File: src/rtl/fetch_pkg.sv
`default_nettype none
// ============================================================================
// Module   : fetch_pkg
// Purpose  : Shared constants, FSM encoding and buffer entry type for fetch.
// Revision : 1.0
// ============================================================================
package fetch_pkg;

    localparam logic [31:0] RESET_PC_DEFAULT = 32'h0000_0000;
    localparam logic [31:0] NOP              = 32'h0000_0013;

    localparam logic [6:0] OPC_BRANCH = 7'b1100011;
    localparam logic [6:0] OPC_JAL    = 7'b1101111;
    localparam logic [6:0] OPC_JALR   = 7'b1100111;

    typedef enum logic [1:0] {
        ST_BOOT  = 2'd0,
        ST_RUN   = 2'd1,
        ST_DRAIN = 2'd2
    } fetch_state_t;

    typedef struct packed {
        logic [31:0] pc;
        logic [31:0] instr;
    } fetch_entry_t;

    function automatic logic is_ctrl_flow(input logic [6:0] opcode);
        return (opcode == OPC_BRANCH) || (opcode == OPC_JAL) || (opcode == OPC_JALR);
    endfunction

endpackage
`default_nettype wire

File: src/rtl/fetch_fifo.sv
`default_nettype none
// ============================================================================
// Module   : fetch_fifo
// Purpose  : Synchronous {pc,instr} buffer with flush and occupancy count.
// Revision : 1.0
// ============================================================================
module fetch_fifo
    import fetch_pkg::*;
#(
    parameter int DEPTH = 2
) (
    input  logic                         clk,
    input  logic                         rst,
    input  logic                         i_flush,
    input  logic                         i_push,
    input  fetch_entry_t                 i_data,
    input  logic                         i_pop,
    output fetch_entry_t                 o_head,
    output logic [$clog2(DEPTH+1)-1:0]   o_count,
    output logic                         o_empty
);

    localparam int c_aw = (DEPTH > 1) ? $clog2(DEPTH) : 1;
    localparam int c_cw = $clog2(DEPTH + 1);
    localparam logic [c_aw-1:0] c_last = c_aw'(DEPTH - 1);

    fetch_entry_t    r_mem [DEPTH];
    logic [c_aw-1:0] r_wr_ptr;
    logic [c_aw-1:0] r_rd_ptr;
    logic [c_cw-1:0] r_count;
    logic            w_do_pop;
    logic            w_full;

    assign w_do_pop = i_pop && (r_count != '0);
    assign w_full   = (r_count == c_cw'(DEPTH));

    always_ff @(posedge clk) begin
        if (rst || i_flush) begin
            r_wr_ptr <= '0;
            r_rd_ptr <= '0;
            r_count  <= '0;
        end else begin
            if (i_push) begin
                r_wr_ptr <= (r_wr_ptr == c_last) ? '0 : r_wr_ptr + 1'b1;
            end
            if (w_do_pop) begin
                r_rd_ptr <= (r_rd_ptr == c_last) ? '0 : r_rd_ptr + 1'b1;
            end
            case ({i_push, w_do_pop})
                2'b10:   r_count <= r_count + 1'b1;
                2'b01:   r_count <= r_count - 1'b1;
                default: r_count <= r_count;
            endcase
        end
    end

    // Storage is cleared on reset so the head reads zero before the first push.
    always_ff @(posedge clk) begin
        if (rst) begin
            for (int i = 0; i < DEPTH; i++) begin
                r_mem[i] <= '0;
            end
        end else if (i_push && !i_flush) begin
            r_mem[r_wr_ptr] <= i_data;
        end
    end

    assign o_head  = r_mem[r_rd_ptr];
    assign o_count = r_count;
    assign o_empty = (r_count == '0);

    a_no_overflow: assert property (@(posedge clk) disable iff (rst) !(i_push && w_full));

endmodule
`default_nettype wire

File: src/rtl/fetch_unit.sv
`default_nettype none
// ============================================================================
// Module   : fetch_unit
// Purpose  : RV32I fetch front end: credit-limited imem requests, redirect
//            with in-flight response dropping, buffered delivery to decode.
// Revision : 1.0
// ============================================================================
module fetch_unit
    import fetch_pkg::*;
#(
    parameter logic [31:0] RESET_PC   = RESET_PC_DEFAULT,
    parameter int          FIFO_DEPTH = 2
) (
    input  logic        clk_i,
    input  logic        rst_i,
    input  logic        branch_condition_i,
    input  logic [31:0] branch_target_i,
    output logic        imem_req_valid_o,
    input  logic        imem_req_ready_i,
    output logic [31:0] imem_req_addr_o,
    input  logic        imem_rsp_valid_i,
    input  logic [31:0] imem_rsp_data_i,
    output logic        instr_valid_o,
    input  logic        instr_ready_i,
    output logic [31:0] instr_o,
    output logic [31:0] instr_pc_o
);

    localparam int c_cw = $clog2(FIFO_DEPTH + 1);
    localparam logic [c_cw:0] c_credit = (c_cw + 1)'(FIFO_DEPTH);

    fetch_state_t    r_state;
    fetch_state_t    w_state_next;
    logic [31:0]     r_pc;
    logic [31:0]     w_pc_next;
    logic [31:0]     r_rsp_pc;
    logic [31:0]     w_rsp_pc_next;
    logic [c_cw-1:0] r_outstanding;
    logic [c_cw-1:0] w_outstanding_next;
    logic [c_cw-1:0] r_drop_cnt;
    logic [c_cw-1:0] w_drop_cnt_next;
    logic [c_cw-1:0] w_fifo_count;
    logic [c_cw:0]   w_credit_used;
    logic [31:0]     w_target;
    logic            w_req_fire;
    logic            w_push;
    logic            w_pop;
    logic            w_fifo_empty;
    logic            w_unused_tgt_lsbs;
    fetch_entry_t    w_head;
    fetch_entry_t    w_push_data;

    assign w_target          = {branch_target_i[31:2], 2'b00};
    assign w_unused_tgt_lsbs = &{1'b0, branch_target_i[1:0]};

    // Request valid depends only on registered state, never on the redirect input.
    assign w_credit_used    = {1'b0, r_outstanding} + {1'b0, w_fifo_count};
    assign imem_req_valid_o = (r_state != ST_BOOT) && (w_credit_used < c_credit);
    assign imem_req_addr_o  = r_pc;

    assign w_req_fire  = imem_req_valid_o && imem_req_ready_i;
    assign w_push      = imem_rsp_valid_i && !branch_condition_i && (r_drop_cnt == '0);
    assign w_pop       = instr_valid_o && instr_ready_i;
    assign w_push_data = {r_rsp_pc, imem_rsp_data_i};

    always_comb begin
        w_outstanding_next = r_outstanding;
        if (w_req_fire && !imem_rsp_valid_i) begin
            w_outstanding_next = r_outstanding + 1'b1;
        end else if (!w_req_fire && imem_rsp_valid_i) begin
            w_outstanding_next = r_outstanding - 1'b1;
        end

        // A redirect reloads the drop count from the post-update outstanding count.
        w_drop_cnt_next = r_drop_cnt;
        if (branch_condition_i) begin
            w_drop_cnt_next = w_outstanding_next;
        end else if (imem_rsp_valid_i && (r_drop_cnt != '0)) begin
            w_drop_cnt_next = r_drop_cnt - 1'b1;
        end

        w_pc_next = r_pc;
        if (branch_condition_i) begin
            w_pc_next = w_target;
        end else if (w_req_fire) begin
            w_pc_next = r_pc + 32'd4;
        end

        w_rsp_pc_next = r_rsp_pc;
        if (branch_condition_i) begin
            w_rsp_pc_next = w_target;
        end else if (w_push) begin
            w_rsp_pc_next = r_rsp_pc + 32'd4;
        end

        w_state_next = r_state;
        case (r_state)
            ST_BOOT:          w_state_next = ST_RUN;
            ST_RUN, ST_DRAIN: w_state_next = (w_drop_cnt_next != '0) ? ST_DRAIN : ST_RUN;
            default:          w_state_next = ST_BOOT;
        endcase
    end

    always_ff @(posedge clk_i) begin
        if (rst_i) begin
            r_state <= ST_BOOT;
        end else begin
            r_state <= w_state_next;
        end
    end

    always_ff @(posedge clk_i) begin
        if (rst_i) begin
            r_pc          <= RESET_PC;
            r_rsp_pc      <= RESET_PC;
            r_outstanding <= '0;
            r_drop_cnt    <= '0;
        end else begin
            r_pc          <= w_pc_next;
            r_rsp_pc      <= w_rsp_pc_next;
            r_outstanding <= w_outstanding_next;
            r_drop_cnt    <= w_drop_cnt_next;
        end
    end

    fetch_fifo #(
        .DEPTH (FIFO_DEPTH)
    ) u_fifo (
        .clk     (clk_i),
        .rst     (rst_i),
        .i_flush (branch_condition_i),
        .i_push  (w_push),
        .i_data  (w_push_data),
        .i_pop   (w_pop),
        .o_head  (w_head),
        .o_count (w_fifo_count),
        .o_empty (w_fifo_empty)
    );

    assign instr_valid_o = !w_fifo_empty;
    assign instr_o       = w_head.instr;
    assign instr_pc_o    = w_head.pc;

endmodule
`default_nettype wire

File: config.mk
export PLATFORM = sky130hd
export DESIGN_NAME = fetch_unit
export DESIGN_NICKNAME = d
export VERILOG_FILES = /design/src/rtl/fetch_pkg.sv /design/src/rtl/fetch_fifo.sv /design/src/rtl/fetch_unit.sv
export SDC_FILE = /design/constraint.sdc
export NUM_CORES = 1
export LEC_CHECK = 0
export ABC_AREA = 1
export BUFFER_PORTS_ARGS = -buffer_cell sky130_fd_sc_hd__buf_4
export CORE_MARGIN = 1
export CORE_UTILIZATION = 57
export CTS_CLUSTER_DIAMETER = 80
export DETAILED_ROUTE_END_ITERATION = 8
export GPL_TIMING_DRIVEN = 0
export PLACE_DENSITY = 0.81
export SLEW_MARGIN = 20
export SYNTH_ARGS = -nofsm -noshare
export SYNTH_HDL_FRONTEND = slang
export SYNTH_HIERARCHICAL = 1
export SYNTH_SLANG_ARGS = --single-unit
File: constraint.sdc
create_clock -name clk_i -period 4.62 [get_ports clk_i]
set_input_delay 0.462 -clock clk_i [delete_from_list [all_inputs] [get_ports clk_i]]
set_output_delay 0.462 -clock clk_i [all_outputs]
set_load 0.02 [all_outputs]
After elaboration in Yosys (flattened, before gate mapping):

Memories as Yosys holds them, arrays and structs flattened. A register that Yosys moved wholly into a read port is not among the register bits.
Index checks and enable logic that the tools add are counted.

* register bits after elaboration: 74
* RAM bits: 128
* input bits: 70
* output and inout bits: 98
* logic and storage cells: 77
* memories: 1

* add/subtract/negate cells: 10
* $lt $le $gt $ge: 1
* equality and inequality tests: 4
* muxes and demuxes: 23
* reductions and logical operators: 28

Memories
* u_fifo.r_mem: depth 2, bits a word 64, read ports 1, clocked after memory_dff 1, write ports 2, line fetch_fifo.sv:27 `fetch_entry_t r_mem [DEPTH];`

Operator list (count)
* 32-bit two-way mux: 4
* 32-bit by 3-bit adder with 32-bit output, second input constant: 2
* 64-bit two-way mux: 1
* 64-bit OR reduction: 1
* 2-bit nonzero test: 7
* 1-bit two-way mux: 11
* 1-bit logical AND: 10
* 2-bit two-way mux: 5
* 2-bit one-hot mux with 2 select lines: 2
* 2-bit logical NOT: 3
* 2-bit by 1-bit subtractor with 2-bit output, second input constant: 3
* 2-bit by 1-bit adder with 2-bit output, second input constant: 2
* 2-bit by 1-bit == test with 1-bit output, second input constant: 2
* 2-bit == test, second input constant: 2
* 1-bit logical NOT: 4
* 2-bit OR reduction: 2
* 2-bit by 2-bit adder with 3-bit output: 1
* 3-bit by 2-bit less-than comparator with 1-bit output, second input constant: 1
* 1-bit adder, second input constant: 2
* 1-bit logical OR: 1

Depth between registers and ports, before layout:

* word-level depth: 12
* mapped depth: 13
* gate-level depth less buffers: 13

Hierarchy:

The synthesis kept the hierarchy.

By module, submodules not included
* fetch_fifo: times used 1, cells each 443, area an instance 5680.4 sq um, seq. area each 3943.8 sq um
* fetch_unit: times used 1, cells each 788, area an instance 4634.4 sq um, seq. area each 1321.3 sq um

Worst setup path after synthesis:

OpenSTA, ideal clock, no wires.

* kind: input-to-reg
* start point: input port imem_rsp_valid_i
* end point: memory u_fifo/r_mem[0][0] in the netlist's numbering, enable pin
* library setup time: 424 ps
* arrival: 2993 ps
* required time: 4196 ps
* setup slack: 1204 ps
* stages on the path: 10
* buffers on the path: 4
* path through: buf_2 nand2_1 nor2_1 buf_2 inv_2 nor2_1 nand2_1 buf_2 buf_2 nand2_1

RTL lines
* start, declared: line fetch_unit.sv:21 `input logic imem_rsp_valid_i,`
* end, declared: line fetch_fifo.sv:27

==> impl_metrics.py <==
metrics = {
    "power": {
        "p_switching_uw": 1210,
        "internal_power_uw": 2970,
        "power.ir.vdd_worst_v": 0.000269,
        "power.density_mw_per_mm2": 336,
        "p_comb_share_pct": 15.8,
        "sequentialPowerShare_pct": 49.9,
        "switching_share_pct": 29.0,
        "clockPowerShare_pct": 34.3,
        "p_leak_uw": 0.00524,
    },
    "cts": {
        "clk_path_buf_depth": 2,
        "clk_lat_worst_skew_ns": 0.44,
        "cts.clk_slew.worst_paths_ns": 0.08,
        "cts.hold.buffers_added": 0,
        "cts-buffers-inserted": 17,
        "cts_root_buf": "sky130_fd_sc_hd__clkbuf_16",
        "clock_tree_from_tritoncts": "yes",
        "cts-resized-gates": 0,
        "htree_levels": 4,
        "cts_setup_buffers": 0,
        "clock_sink_count": 199,
    },
    "timing": {
        "skew_ns": 0.0121,
        "worst-slew-pin-transition_ns": 0.715,
        "setup_repair_after_global_routing_missed_its_margin": "false",
        "final_setup_violation_count": 0,
        "min_period_ns": 2.86,
        "final_max_slew_viol_count": 0,
        "finalHoldViolCount": 0,
        "min_period_over_period_pct": 61.9,
        "fmax_ghz": 0.349,
        "max_slew_margin_pct": 52.3,
        "fin_tns_setup_ns": 0,
    },
    "synthesis": {
        "instance_count_of_the_mapped_netlist": 1231,
        "netlist-cell-type-count": 36,
        "synth_top_flop_cell": "sky130_fd_sc_hd__edfxtp_1",
        "fraction_of_registers_with_async_set_reset_pct": 0,
        "synth_warnings": 6,
        "ys_seq_elements": 199,
        "avgSynthCellArea_sq_um": 8.38,
        "post_synth_instance_area_sq_mm": 0.0103,
        "synth_enable_flop_cells": 128,
        "synth_seq_area_share_pct": 51.0,
    },
    "layout": {
        "n_antenna_cell": 0,
        "area.growth.synth_to_final_pct": 20.7,
        "post_route_cells_drive_above_1_share_pct": 24.0,
        "fillerInstances": 1340,
        "final_area_sq_mm": 0.0125,
        "num-nets-final": 1494,
        "final_core_util_pct": 71.2,
    },
    "grt": {
        "grt_util_met1_pct": 36.2,
        "grt.met3_usage_pct": 4.33,
        "vias_in_the_first_global_route": 8562,
        "globalRouteOverflowTotal": 0,
        "grt.total_usage_pct": 29.6,
        "gr-usage-met2_pct": 51.7,
        "grt_start_max_net_pins": 52,
        "grt_pass1_wl_mm": 41.9,
        "grt.busiest_layer": "met2",
        "antenna_found_initial": 0,
    },
    "detailed_routing": {
        "average_routed_wire_per_standard_cell_um": 16.4,
        "avgViaCountPerCell": 5.38,
        "via_count": 8912,
        "detail_route.wirelength_mm": 27.2,
        "drt_drc_violations_left": 0,
        "first_iter_violations": 612,
        "route.antenna.remaining_nets": 0,
        "drt_pass1_iterations": 6,
    },
    "setup_path": {
        "required_time_of_the_worst_setup_path_ns": 4.74,
        "critical_path_launch_point": "r_drop_cnt[0]",
        "setup.worst_path.end_class": "flop",
        "setup.worst_path.class": "reg2reg",
        "critical_path_arrival_ns": 2.98,
        "timing.critical_path.from_type": "flop",
        "r2r-start": "r_drop_cnt[0]",
        "critPathMaxFanout": 51,
    },
    "die": {
        "fp.dieArea_sq_mm": 0.0186,
        "boundaryPins": 168,
        "die_width_um": 137,
        "placement_rows": 48,
        "die_h_um": 137,
        "core_region_area_sq_mm": 0.0175,
        "initial_utilization_pct": 59.0,
    },
    "worst_hold_path": {
        "hold_path.class": "in2reg",
        "holdCritStartpoint": "branch_target_i[11]",
    },
    "placement": {
        "dpl-instance-area_sq_mm": 0.0119,
        "gpl.final_weighted_congestion": 1.02,
        "dp_hpwl_mm": 20.1,
        "placement.io_buffers": 162,
    },
    "flow_run": {
        "drv.max_cap_violation_count": 0,
    },
    "status": {
        "run_status": "finished clean",
    },
}
==> per-layer routing <==
layer	part of all wire [%]	vias up
met5	0	-
li1	-	4324
met4	3.2	0
met1	40	4147
met2	50	390
met3	7.1	51
==> synth_stat cells, types with 2 or more instances <==
cell type                  instances  share of area, %
sky130_fd_sc_hd__a21oi_1          46               2.2
sky130_fd_sc_hd__a31oi_1          16              0.97
sky130_fd_sc_hd__buf_2            17              0.82
sky130_fd_sc_hd__buf_4            10              0.73
sky130_fd_sc_hd__buf_6             7              0.76
sky130_fd_sc_hd__clkbuf_1          9              0.33
sky130_fd_sc_hd__dfxtp_1          71                14
sky130_fd_sc_hd__edfxtp_1        128                37
sky130_fd_sc_hd__ha_1              6              0.73
sky130_fd_sc_hd__inv_1           145               5.3
sky130_fd_sc_hd__inv_2             7              0.25
sky130_fd_sc_hd__mux2_2           64               7.0
sky130_fd_sc_hd__nand2_1         285                10
sky130_fd_sc_hd__nand2_2          10              0.61
sky130_fd_sc_hd__nand3_1          53               2.6
sky130_fd_sc_hd__nand3_2           2              0.19
sky130_fd_sc_hd__nand3b_1          4              0.29
sky130_fd_sc_hd__nand4_1           6              0.36
sky130_fd_sc_hd__nor2_1          246               9.0
sky130_fd_sc_hd__nor2_2           15              0.91
sky130_fd_sc_hd__nor2_4            8              0.87
sky130_fd_sc_hd__nor3_1            3              0.15
sky130_fd_sc_hd__o21ai_0          40               1.9
sky130_fd_sc_hd__o21ai_1           4              0.19
sky130_fd_sc_hd__or2_2             3              0.18
sky130_fd_sc_hd__xnor2_1           4              0.34
sky130_fd_sc_hd__xor2_1           13               1.1
==> power groups by stage <==
stage | clock, uW | combinational, uW | sequential [uW]
after global placement | 0 | 630 | 2120
final | 1430 | 662 | 2090
after CTS | 1440 | 658 | 2080
after global routing | 1500 | 724 | 2100
after floorplan | 0 | 389 | 2120
after detailed placement | 0 | 653 | 2120
==> stage by stage <==
stage               total power, uW  worst slack (ns)  hold WS (ns)  cells
floorplan                      2510              1.20         0.457   1234
global placement               2750             0.102         0.468   1621
detailed placement             2780              1.68         0.492   1623
CTS                            4180              1.77         0.319   1655
global route                   4330              1.55         0.332   1655
finish                         4180              1.76         0.331   1655
==> worst max-delay path: stages (launching register included) <==
cell and delay, ns:
sky130_fd_sc_hd__dfxtp_1 0.30, sky130_fd_sc_hd__inv_1 0.09, sky130_fd_sc_hd__ha_1 0.17, sky130_fd_sc_hd__nand2_1 0.09, sky130_fd_sc_hd__nor2_1 0.26, sky130_fd_sc_hd__buf_2 0.32, sky130_fd_sc_hd__inv_2 0.10, sky130_fd_sc_hd__nor2_1 0.10
sky130_fd_sc_hd__nand2_1 0.12, sky130_fd_sc_hd__buf_2 0.22, sky130_fd_sc_hd__buf_2 0.21, sky130_fd_sc_hd__nand2_4 0.22, sky130_fd_sc_hd__buf_16 0.29
==> state kept, by name, indices dropped and copies added, names as in the netlist, named ones only <==
register         count
r_rsp_pc            30
u_fifo/r_rd_ptr      1
r_drop_cnt           2
r_state              2
u_fifo/o_count       2
r_outstanding        2
u_fifo/r_mem       128
imem_req_addr_o     30
u_fifo/r_wr_ptr      1
==> layout make-up <==
type / instances / area (sq um) / area share [%]
Buffer: 44 / 287 / 2.30
Clock buffer: 18 / 429 / 3.45
Clock inverter: 14 / 136 / 1.10
Inverter: 152 / 571 / 4.58
Multi-Input combinational cell: 839 / 4220 / 33.9
Sequential cell: 199 / 5270 / 42.3
Tap cell: 225 / 282 / 2.26
Timing Repair Buffer: 164 / 1260 / 10.1
==> cell usage in the layout (no fill, tap or decap), types with 4 or more instances in the layout <==
cell type and n:
sky130_fd_sc_hd__a21oi_1 46, sky130_fd_sc_hd__a31oi_1 16, sky130_fd_sc_hd__buf_2 17, sky130_fd_sc_hd__buf_4 172, sky130_fd_sc_hd__buf_6 7, sky130_fd_sc_hd__clkbuf_1 10, sky130_fd_sc_hd__clkbuf_16 17, sky130_fd_sc_hd__conb_1 4
sky130_fd_sc_hd__dfxtp_1 71, sky130_fd_sc_hd__edfxtp_1 128, sky130_fd_sc_hd__ha_1 6, sky130_fd_sc_hd__inv_1 145, sky130_fd_sc_hd__inv_2 7, sky130_fd_sc_hd__inv_6 6, sky130_fd_sc_hd__mux2_2 64, sky130_fd_sc_hd__nand2_1 283
sky130_fd_sc_hd__nand2_2 10, sky130_fd_sc_hd__nand3_1 53, sky130_fd_sc_hd__nand3b_1 4, sky130_fd_sc_hd__nand4_1 6, sky130_fd_sc_hd__nor2_1 246, sky130_fd_sc_hd__nor2_2 15, sky130_fd_sc_hd__nor2_4 8, sky130_fd_sc_hd__o21ai_0 40
sky130_fd_sc_hd__o21ai_1 4, sky130_fd_sc_hd__xnor2_1 4, sky130_fd_sc_hd__xor2_1 13
==> logic make-up (layout without fill, tap and decap cells) <==
group	Yosys count	after routing	synth area share, %
muxes	64	64	6.99
and+or+nand+nor	636	636	25.5
AOI/OAI and AO/OA	111	111	5.73
other	1	4	0.0364
buffers and inverters	196	392	8.31
DFF	199	199	51.0
adders and majority gates	7	7	0.922
xor gates and xnor gates	17	17	1.44
==> path summary, 6_finish.rpt <==
check	end	slack (ns)	depth (start not counted)
setup / recovery	u_fifo/r_mem[0][56]	1.76	12
hold / removal	r_rsp_pc[11]	0.33	3
setup reg to reg	u_fifo/r_mem[0][56]	1.76	12
hold reg to reg	u_fifo/r_rd_ptr	0.51	2
Note: power is estimated with default switching activity, not from simulation.
